## config.mk

```make
export PLATFORM = sky130hd
export DESIGN_NAME = mutative_fill_controller
export DESIGN_NICKNAME = d
export VERILOG_FILES = /design/src/rtl/mutative_fill_controller.sv
export SDC_FILE = /design/constraint.sdc
export NUM_CORES = 1
export LEC_CHECK = 0
export CAP_MARGIN = 20
export CELL_PAD_IN_SITES_DETAIL_PLACEMENT = 1
export CELL_PAD_IN_SITES_GLOBAL_PLACEMENT = 2
export CORE_AREA = 2 2 525 527
export CTS_CLUSTER_SIZE = 40
export DETAILED_ROUTE_END_ITERATION = 10
export DIE_AREA = 0 0 527 529
export PLACE_DENSITY_LB_ADDON = 0.1
export SYNTH_ARGS = -nofsm -noshare
export SYNTH_HDL_FRONTEND = slang
export SYNTH_SLANG_ARGS = --single-unit
```

## constraint.sdc

```tcl
create_clock -name clk -period 3.4 [get_ports clk]
set_input_delay 0.85 -clock clk [delete_from_list [all_inputs] [get_ports clk]]
set_output_delay 0.85 -clock clk [all_outputs]
set_load 0.02 [all_outputs]
```

## src/rtl/mutative_fill_controller.sv

```systemverilog
// Cache miss handler: picks a victim way, optionally writes back a dirty line, then refills from memory.
// The dirty writeback path is compiled only when MUTATIVE_FILL_WRITEBACK_EN is defined.
module mutative_fill_controller #(
   parameter int WAYS     = 8,
   parameter int TAG_BITS = 24
) (
   input  logic                          clk,
   input  logic                          rst_n,
   input  logic                          miss_req,
   input  logic [31:0]                   miss_addr,
   input  logic [1:0]                    setup,
   input  logic [WAYS-1:0]               way_valid,
   input  logic [WAYS-1:0]               way_dirty,
   input  logic [WAYS-1:0][TAG_BITS-1:0] way_tag,
   input  logic [255:0]                  victim_data,
   output logic [31:0]                   dfp_addr,
   output logic                          dfp_read,
   output logic                          dfp_write,
   output logic [255:0]                  dfp_wdata,
   input  logic [255:0]                  dfp_rdata,
   input  logic                          dfp_resp,
   output logic [WAYS-1:0]               fill_web,
   output logic [255:0]                  fill_data,
   output logic [TAG_BITS-1:0]           fill_tag,
   output logic                          fill_valid,
   output logic [2:0]                    victim_way,
   output logic                          miss_done
);

   localparam logic [2:0] IDLE      = 3'd0;
   localparam logic [2:0] SELECT    = 3'd1;
   localparam logic [2:0] WRITEBACK = 3'd2;
   localparam logic [2:0] ALLOCATE  = 3'd3;
   localparam logic [2:0] FILL      = 3'd4;
   localparam logic [2:0] DONE      = 3'd5;

   logic [2:0]   state;
   logic [2:0]   rr;
   logic [2:0]   victim_r;
   logic [31:5]  addr_r;
   logic [255:0] line_r;

   logic [2:0]   tag_lo;
   logic [2:0]   grp_base;
   logic [2:0]   grp_mask;
   logic [2:0]   sel_victim;
   logic         sel_writeback;

   assign tag_lo = miss_addr[34-TAG_BITS:32-TAG_BITS];

   // Candidate group is an aligned block of 1/2/4/8 ways; first invalid way wins, else round-robin.
   always_comb begin
      grp_base = 3'd0;
      grp_mask = 3'd7;
      case (setup)
         2'd0:    begin grp_base = tag_lo;                grp_mask = 3'd0; end
         2'd1:    begin grp_base = {tag_lo[2:1], 1'b0};   grp_mask = 3'd1; end
         2'd2:    begin grp_base = {tag_lo[2], 2'b00};    grp_mask = 3'd3; end
         default: begin grp_base = 3'd0;                  grp_mask = 3'd7; end
      endcase
      sel_victim = grp_base + (rr & grp_mask);
      for (int k = 7; k >= 0; k--) begin
         if ((3'(k) <= grp_mask) && !way_valid[grp_base + 3'(k)])
            sel_victim = grp_base + 3'(k);
      end
   end

`ifdef MUTATIVE_FILL_WRITEBACK_EN
   assign sel_writeback = way_valid[sel_victim] & way_dirty[sel_victim];
`else
   logic unused_dirty;
   assign sel_writeback = 1'b0;
   assign unused_dirty  = ^way_dirty;
`endif

   // setup and the line offset only matter through the victim and line address captured in SELECT
   logic unused_offset;
   assign unused_offset = ^miss_addr[4:0];

   always_ff @(posedge clk or negedge rst_n) begin
      if (!rst_n) begin
         state    <= IDLE;
         rr       <= 3'd0;
         victim_r <= 3'd0;
         addr_r   <= '0;
         line_r   <= '0;
      end else begin
         case (state)
            IDLE: begin
               if (miss_req)
                  state <= SELECT;
            end
            SELECT: begin
               victim_r <= sel_victim;
               addr_r   <= miss_addr[31:5];
               state    <= sel_writeback ? WRITEBACK : ALLOCATE;
            end
            WRITEBACK: begin
               if (dfp_resp)
                  state <= ALLOCATE;
            end
            ALLOCATE: begin
               if (dfp_resp) begin
                  line_r <= dfp_rdata;
                  state  <= FILL;
               end
            end
            FILL: begin
               state <= DONE;
            end
            DONE: begin
               rr    <= rr + 3'd1;
               state <= IDLE;
            end
            default: begin
               state <= IDLE;
            end
         endcase
      end
   end

   // All outputs decode from state so reset clears them immediately
   always_comb begin
      dfp_read   = (state == ALLOCATE);
`ifdef MUTATIVE_FILL_WRITEBACK_EN
      dfp_write  = (state == WRITEBACK);
`else
      dfp_write  = 1'b0;
`endif
      dfp_addr   = 32'd0;
      dfp_wdata  = '0;
      fill_web   = '1;
      fill_data  = '0;
      fill_tag   = '0;
      fill_valid = 1'b0;
      miss_done  = (state == DONE);
      if (state == WRITEBACK) begin
         dfp_addr  = {way_tag[victim_r], addr_r[31-TAG_BITS:5], 5'b00000};
         dfp_wdata = victim_data;
      end
      if (state == ALLOCATE)
         dfp_addr = {addr_r, 5'b00000};
      if (state == FILL) begin
         fill_web[victim_r] = 1'b0;
         fill_data          = line_r;
         fill_tag           = addr_r[31:32-TAG_BITS];
         fill_valid         = 1'b1;
      end
   end

   assign victim_way = victim_r;

endmodule
```

After elaboration in Yosys (flattened, before gate mapping). Index checks and enable logic that the tools add are counted.

Input port bits: 758. Output and inout bits: 583. Register bits: 292.

Magnitude comparators: 18. Equality and inequality tests: 10. Multiplexer cells: 41. Reduce and logical (&&, ||, !) cells: 21. Add/sub/neg operators: 9. Bitwise operators: 2.

Operators by type and width (number): $mux W256 (2); $bmux W24 S3 (1); $mux W32 (2); $mux W24 (2); $lt A3 B4 Y1 const B (9); $mux W3 (11); $bmux W1 S3 (8); $pmux W3 S3 (2); $pmux W3 S5 (1); $add A3 B3 Y3 const B (4); $le A3 B3 Y1 const A (4); $mux W1 (10); $logic_and A1 B1 Y1 (9); $logic_not A1 Y1 (8); $mux W8 (1); $not A8 Y8 (1); $add A3 B1 Y3 const B (2); $add A3 B2 Y3 const B (2); $eq A3 B2 Y1 const B (2); $eq A3 B3 Y1 const B (2); $le A1 B3 Y1 const A (2); $le A2 B3 Y1 const A (2); $ne A2 B2 Y1 const B (2); $add A3 B3 Y3 (1); other kinds (11) (11).

Longest topological paths before layout.
Word-level depth: 15. Gate-level depth with buffers: 15. Mapped depth without buffers: 13.

Least setup slack after synthesis. Ideal clock, no wire load.

Path kind: input port to flip-flop. Start point: in setup[0]. End point: reg victim_r[2] (netlist: victim_way[2]). Arrival time: 3.622 ns. Data required time: 3.296 ns. Cell stages on the path: 15. Path slack: -0.326 ns. Setup time: 0.104 ns. Path through: inv_1 > ha_1 > buf_6 > clkbuf_1 > nor2_1 > nor2_1 > inv_1 > ha_1 > and2_1 > a2111oi_2 > o31ai_1 > a21oi_1 > a221o_1 > o21ai_0 > a221oi_1.

Cells in the longest elaborated chain, start to end: 15. Elaborated cells between the ends (all ways): 62.

Ends and longest elaborated chain: start, declared (line 11) `input logic [1:0] setup,`; $eq A2 B2 Y1 (tied with other cells) (line 55) `case (setup)`; $pmux W3 S3 (line 55); $add A3 B3 Y3 (line 63, 64); $bmux W1 S3 (line 63) `if ((3'(k) <= grp_mask) && !way_valid[grp_base + 3'(k)])`; $mux W1 (implied by the code) (line 63); $logic_not A1 Y1 (line 63); $logic_and A1 B1 Y1 (line 63); $mux W3 (7 in series) (line 63); $mux W3 (*) (line 63); end signal, assigned (line 94) `victim_r <= sel_victim;`; end, declared (line 39) `logic [2:0] victim_r;`.

Mark *: on every way between the ends. The rest lies on a longest branch, timed or not. The select of a mux whose other input is x is not followed. A chain may end at the register's enable or synchronous reset.

Final worst setup path.
Start point: reg victim_r[1] (netlist: victim_way[1]). End point: out dfp_addr[20].

Cells in the longest elaborated chain, start to end: 4.

Ends and longest elaborated chain: $bmux W24 S3 (line 138) `dfp_addr = {way_tag[victim_r], addr_r[31-TAG_BITS:5], 5'b00000};`; $mux W24 (implied by the code) (line 138); $mux W32 (line 137) `if (state == WRITEBACK) begin`; $mux W32 (line 141) `if (state == ALLOCATE)`; end, declared (line 16) `output logic [31:0] dfp_addr,`.

Every way passes these cells. The select of a mux whose other input is x is not followed.

==> metrics <==
status finished, violations left; failing checks negative setup slack; Crit path required time 2.55 ns; routability-driven placement congestion ratio 0.9303; Post-Synthesis Cells 1610; initial antenna violation count 176; Setup crit end kind primary output; fraction of layout cells with a size suffix above 1 0.4427; DR WL/cell 31.74 µm; Post-synth EDFFs 0; combinational share of power 0.655; post-synthesis cell type count 60; NetSw 14.16 mW; CP Class register to primary output; CP most frequent cell buf_6; Pwr per Cell Area 794.6 nW/µm²; Leak 17.34 nW; Die ar. 278800 µm²; CTS H-tree depth 2; switching power share of the total 0.4320; Ys Warns 0; asr flop ratio synth 1.000; Hold Vio Cnt, Final 0; Tightest Pin Transition 0.7865 ns; synthesized area per cell 10.49 µm²; gr ovfl total 0; IO Pins 1341; CTS buffer count 46; max_slew headroom 0.4740; drt pass-1 iters 5; Worst Path Max Fanout 6; DP HPWL 177400 µm; MaxCap Viol Count 0; RSZ-0062 raised after global routing true; Clock Latency Late Sink 0.64 ns; root buf cell clkbuf_16; Netlist Area Pre-Place 16890 µm²; Die W 527 µm; DRC 0; crit-path max cell delay 0.42 ns; Max Fclk 280.2 MHz; startpoint types register; Reg2Reg Depth 6; Final setup viols 24; DRT iter0 DRCs 713; share of Yosys cell area claimed by the top area cell type 0.4325; vias per cell 3.019; setup ws final -0.1686 ns; number of port buffers 1321; Layout Utilization 0.1512; Final Slew Violations 0; Max VDD drop 0.2963 mV; Post-DRT Antenna Nets 0; setup TNS -1.770 ns; Core ar. 272900 µm²; area delta synth->final 144.2%; clk sinks 292; Worst path top cell family by delay buffers and inverters; CTS clock-pin slew for the worst setup and hold paths 0.06 ns; Clock Skew 0.02533 ns; Cell Int Power 18.62 mW; launch point of the worst reg-to-reg path state[2]$_DFFE_PN0P_; reg2reg end addr_r[30]$_DFFE_PN0P_; CP Data Arrival Time 2.72 ns; vias in the first global route 22377; register area share after synthesis 0.4325; WL final 216400 µm; largest net degree at the start of global routing 61; Starting Density 0.06190; register bit total from synthesis 292; Rows 192; worst path buffer plus inverter count 5; clock buffer depth 3; Min-Delay Path Class primary input to asynchronous set/reset pin; slowest stage cell on the critical path dfrtp_2; crit path cell chain buf_12 > and3b_2 > buf_12 > buf_6 > a22oi_2 > nand4_1 > buf_6 > a22o_1 > buf_6; prevailing post-synth register cell dfrtp_1; total number of vias 20580; period utilization 1.050; Total GRT Usage 0.1486; area leader, netlist dfrtp_1; Final Critical Period 3.569 ns; first-pass GRT wire length 267800 µm; Clock power frac 0.148; DIE HEIGHT 529 µm; worst reg-to-reg setup slack 0.96 ns; ranking of synthesized cells by area dfrtp_1 43%, mux2_2 19%, and3_1 11%; nets 3904; part of the power in registers 0.197; CTS tree built
==> per-stage QoR <==
stage	hold slack (ns)	cells	power (mW)	setup slack (ns)	cell area (µm²)
after global routing	0.1291	6782	34.78	-0.3067	41160
after global placement	0.4812	6580	24.98	-0.6433	37250
after floorplan	0.4598	1615	13.28	0.004037	16950
after CTS	0.09777	6742	33.50	-0.2829	41040
after detailed placement	0.4870	6580	24.99	-0.6551	37250
final	0.1444	6817	32.78	-0.1686	41250
==> flip-flops by register name, summed over array words and instances, names as in the netlist <==
register	count
state	3
victim_way	3
addr_r	27
rr	3
line_r	256
==> final cells by class <==
type,instances,area [µm²]
well taps,3589,4491
inverters,7,28.78
flip-flops and latches,292,7315
clock inverters,8,118.9
clock buffers,74,1326
fillers,31271,231700
multi-input cells,1152,9887
repair buffers,1636,17940
diodes,59,147.6
==> cells in the mapped netlist (all sizes together) (2+ instances only) <==
cell type,n
nor2b,9
mux2,284
clkbuf,150
a22o,38
a21oi,9
a21o,2
nand2b,6
and3,289
nor3,10
nand2,19
mux2i,2
or3,3
o221ai,2
a22oi,68
nor3b,7
o31ai,4
nor2,18
nor4b,2
a221oi,17
a31oi,3
o32ai,3
inv,7
and2,264
a2111oi,4
mux4,2
nor4,3
or2,2
a211oi,10
o211a,2
o21ai,8
buf,14
ha,10
nand4,10
dfrtp,292
nand3,19
a221o,2
==> cell families after synthesis <==
family | after synthesis | synth area share
AOI/OAI and AO/OA | 181 | 0.08391
xor gates and xnor gates | 2 | 0.001037
adders and majority gates | 11 | 0.008591
buffers and inverters | 171 | 0.03999
DFF | 292 | 0.4325
muxes | 288 | 0.1932
other | 1 | 0.0002220
and+or+nand+nor | 664 | 0.2406
==> timing repair <==
action / CTS / global route
hold buffers: 0 / 0
gates resized for setup: 1353 / 197
hold endpoints to repair: 0 / 0
pin swaps: 73 / 51
setup endpoints to repair: 531 / 228
setup buffers: 62 / 16
cloned: 24 / 5
==> worst register-to-register path, cell delays in order (launching register included) <==
cell,delay [ns]
dfrtp_4,0.51
buf_4,0.20
nor2b_1,0.15
buf_4,0.15
nor2b_4,0.52
buf_4,0.39
mux2_2,0.40
==> layer usage <==
metal | vias to the layer above | part of all wire | global-route usage
li1 | 8924 | - | -
met1 | 10066 | 0.33 | 0.1401
met2 | 1084 | 0.50 | 0.2680
met3 | 392 | 0.11 | 0.07834
met4 | 114 | 0.053 | 0.06077
met5 | - | 0.0034 | 0
==> power groups by stage <==
stage | clock network (mW) | logic, mW | registers [mW]
3_5_place_dp | 0 | 18.4 | 6.61
6_report | 4.86 | 21.5 | 6.46
2_1_floorplan | 0 | 7.42 | 5.86
5_1_grt | 5.30 | 22.7 | 6.74
3_3_place_gp | 0 | 18.4 | 6.59
4_1_cts | 5.23 | 21.7 | 6.56
==> cell usage in the layout (no fill, tap or decap), types with 7 or more instances in the layout <==
master / count
a22o_4: 10
clkbuf_8: 7
o21ai_0: 8
clkbuf_1: 21
clkdlybuf4s50_1: 748
ha_1: 7
nand4_1: 10
and2_4: 96
clkdlybuf4s15_1: 25
buf_8: 13
buf_2: 76
a21oi_1: 8
nor2_1: 13
a22o_1: 28
clkdlybuf4s15_2: 118
and3_1: 282
dlygate4sd2_1: 33
nor3_1: 8
and2_2: 13
a22oi_2: 41
diode_2: 59
clkbuf_2: 45
buf_4: 254
buf_12: 185
a22oi_1: 27
nand2_1: 17
a221oi_2: 11
buf_6: 102
and2_1: 155
dfrtp_1: 288
nand3_1: 9
clkbuf_16: 52
a211oi_1: 9
bufbuf_16: 8
buf_16: 22
mux2_2: 284
==> worst max path at each step <==
stage	startpoint	end	slack, ns	cells past startpoint
4_1_cts	victim_way[1]$_DFFE_PN0P_	dfp_addr[20]	-0.28	9
2_1_floorplan	setup[0]	victim_way[1]$_DFFE_PN0P_	0.004	13
5_1_grt	victim_way[1]$_DFFE_PN0P_	dfp_addr[17]	-0.31	9
3_3_place_gp	setup[0]	victim_way[1]$_DFFE_PN0P_	-0.64	14
6_report	victim_way[1]$_DFFE_PN0P_	dfp_addr[20]	-0.17	9
3_5_place_dp	setup[1]	victim_way[1]$_DFFE_PN0P_	-0.66	12
Note: power is estimated with default switching activity, not from simulation.
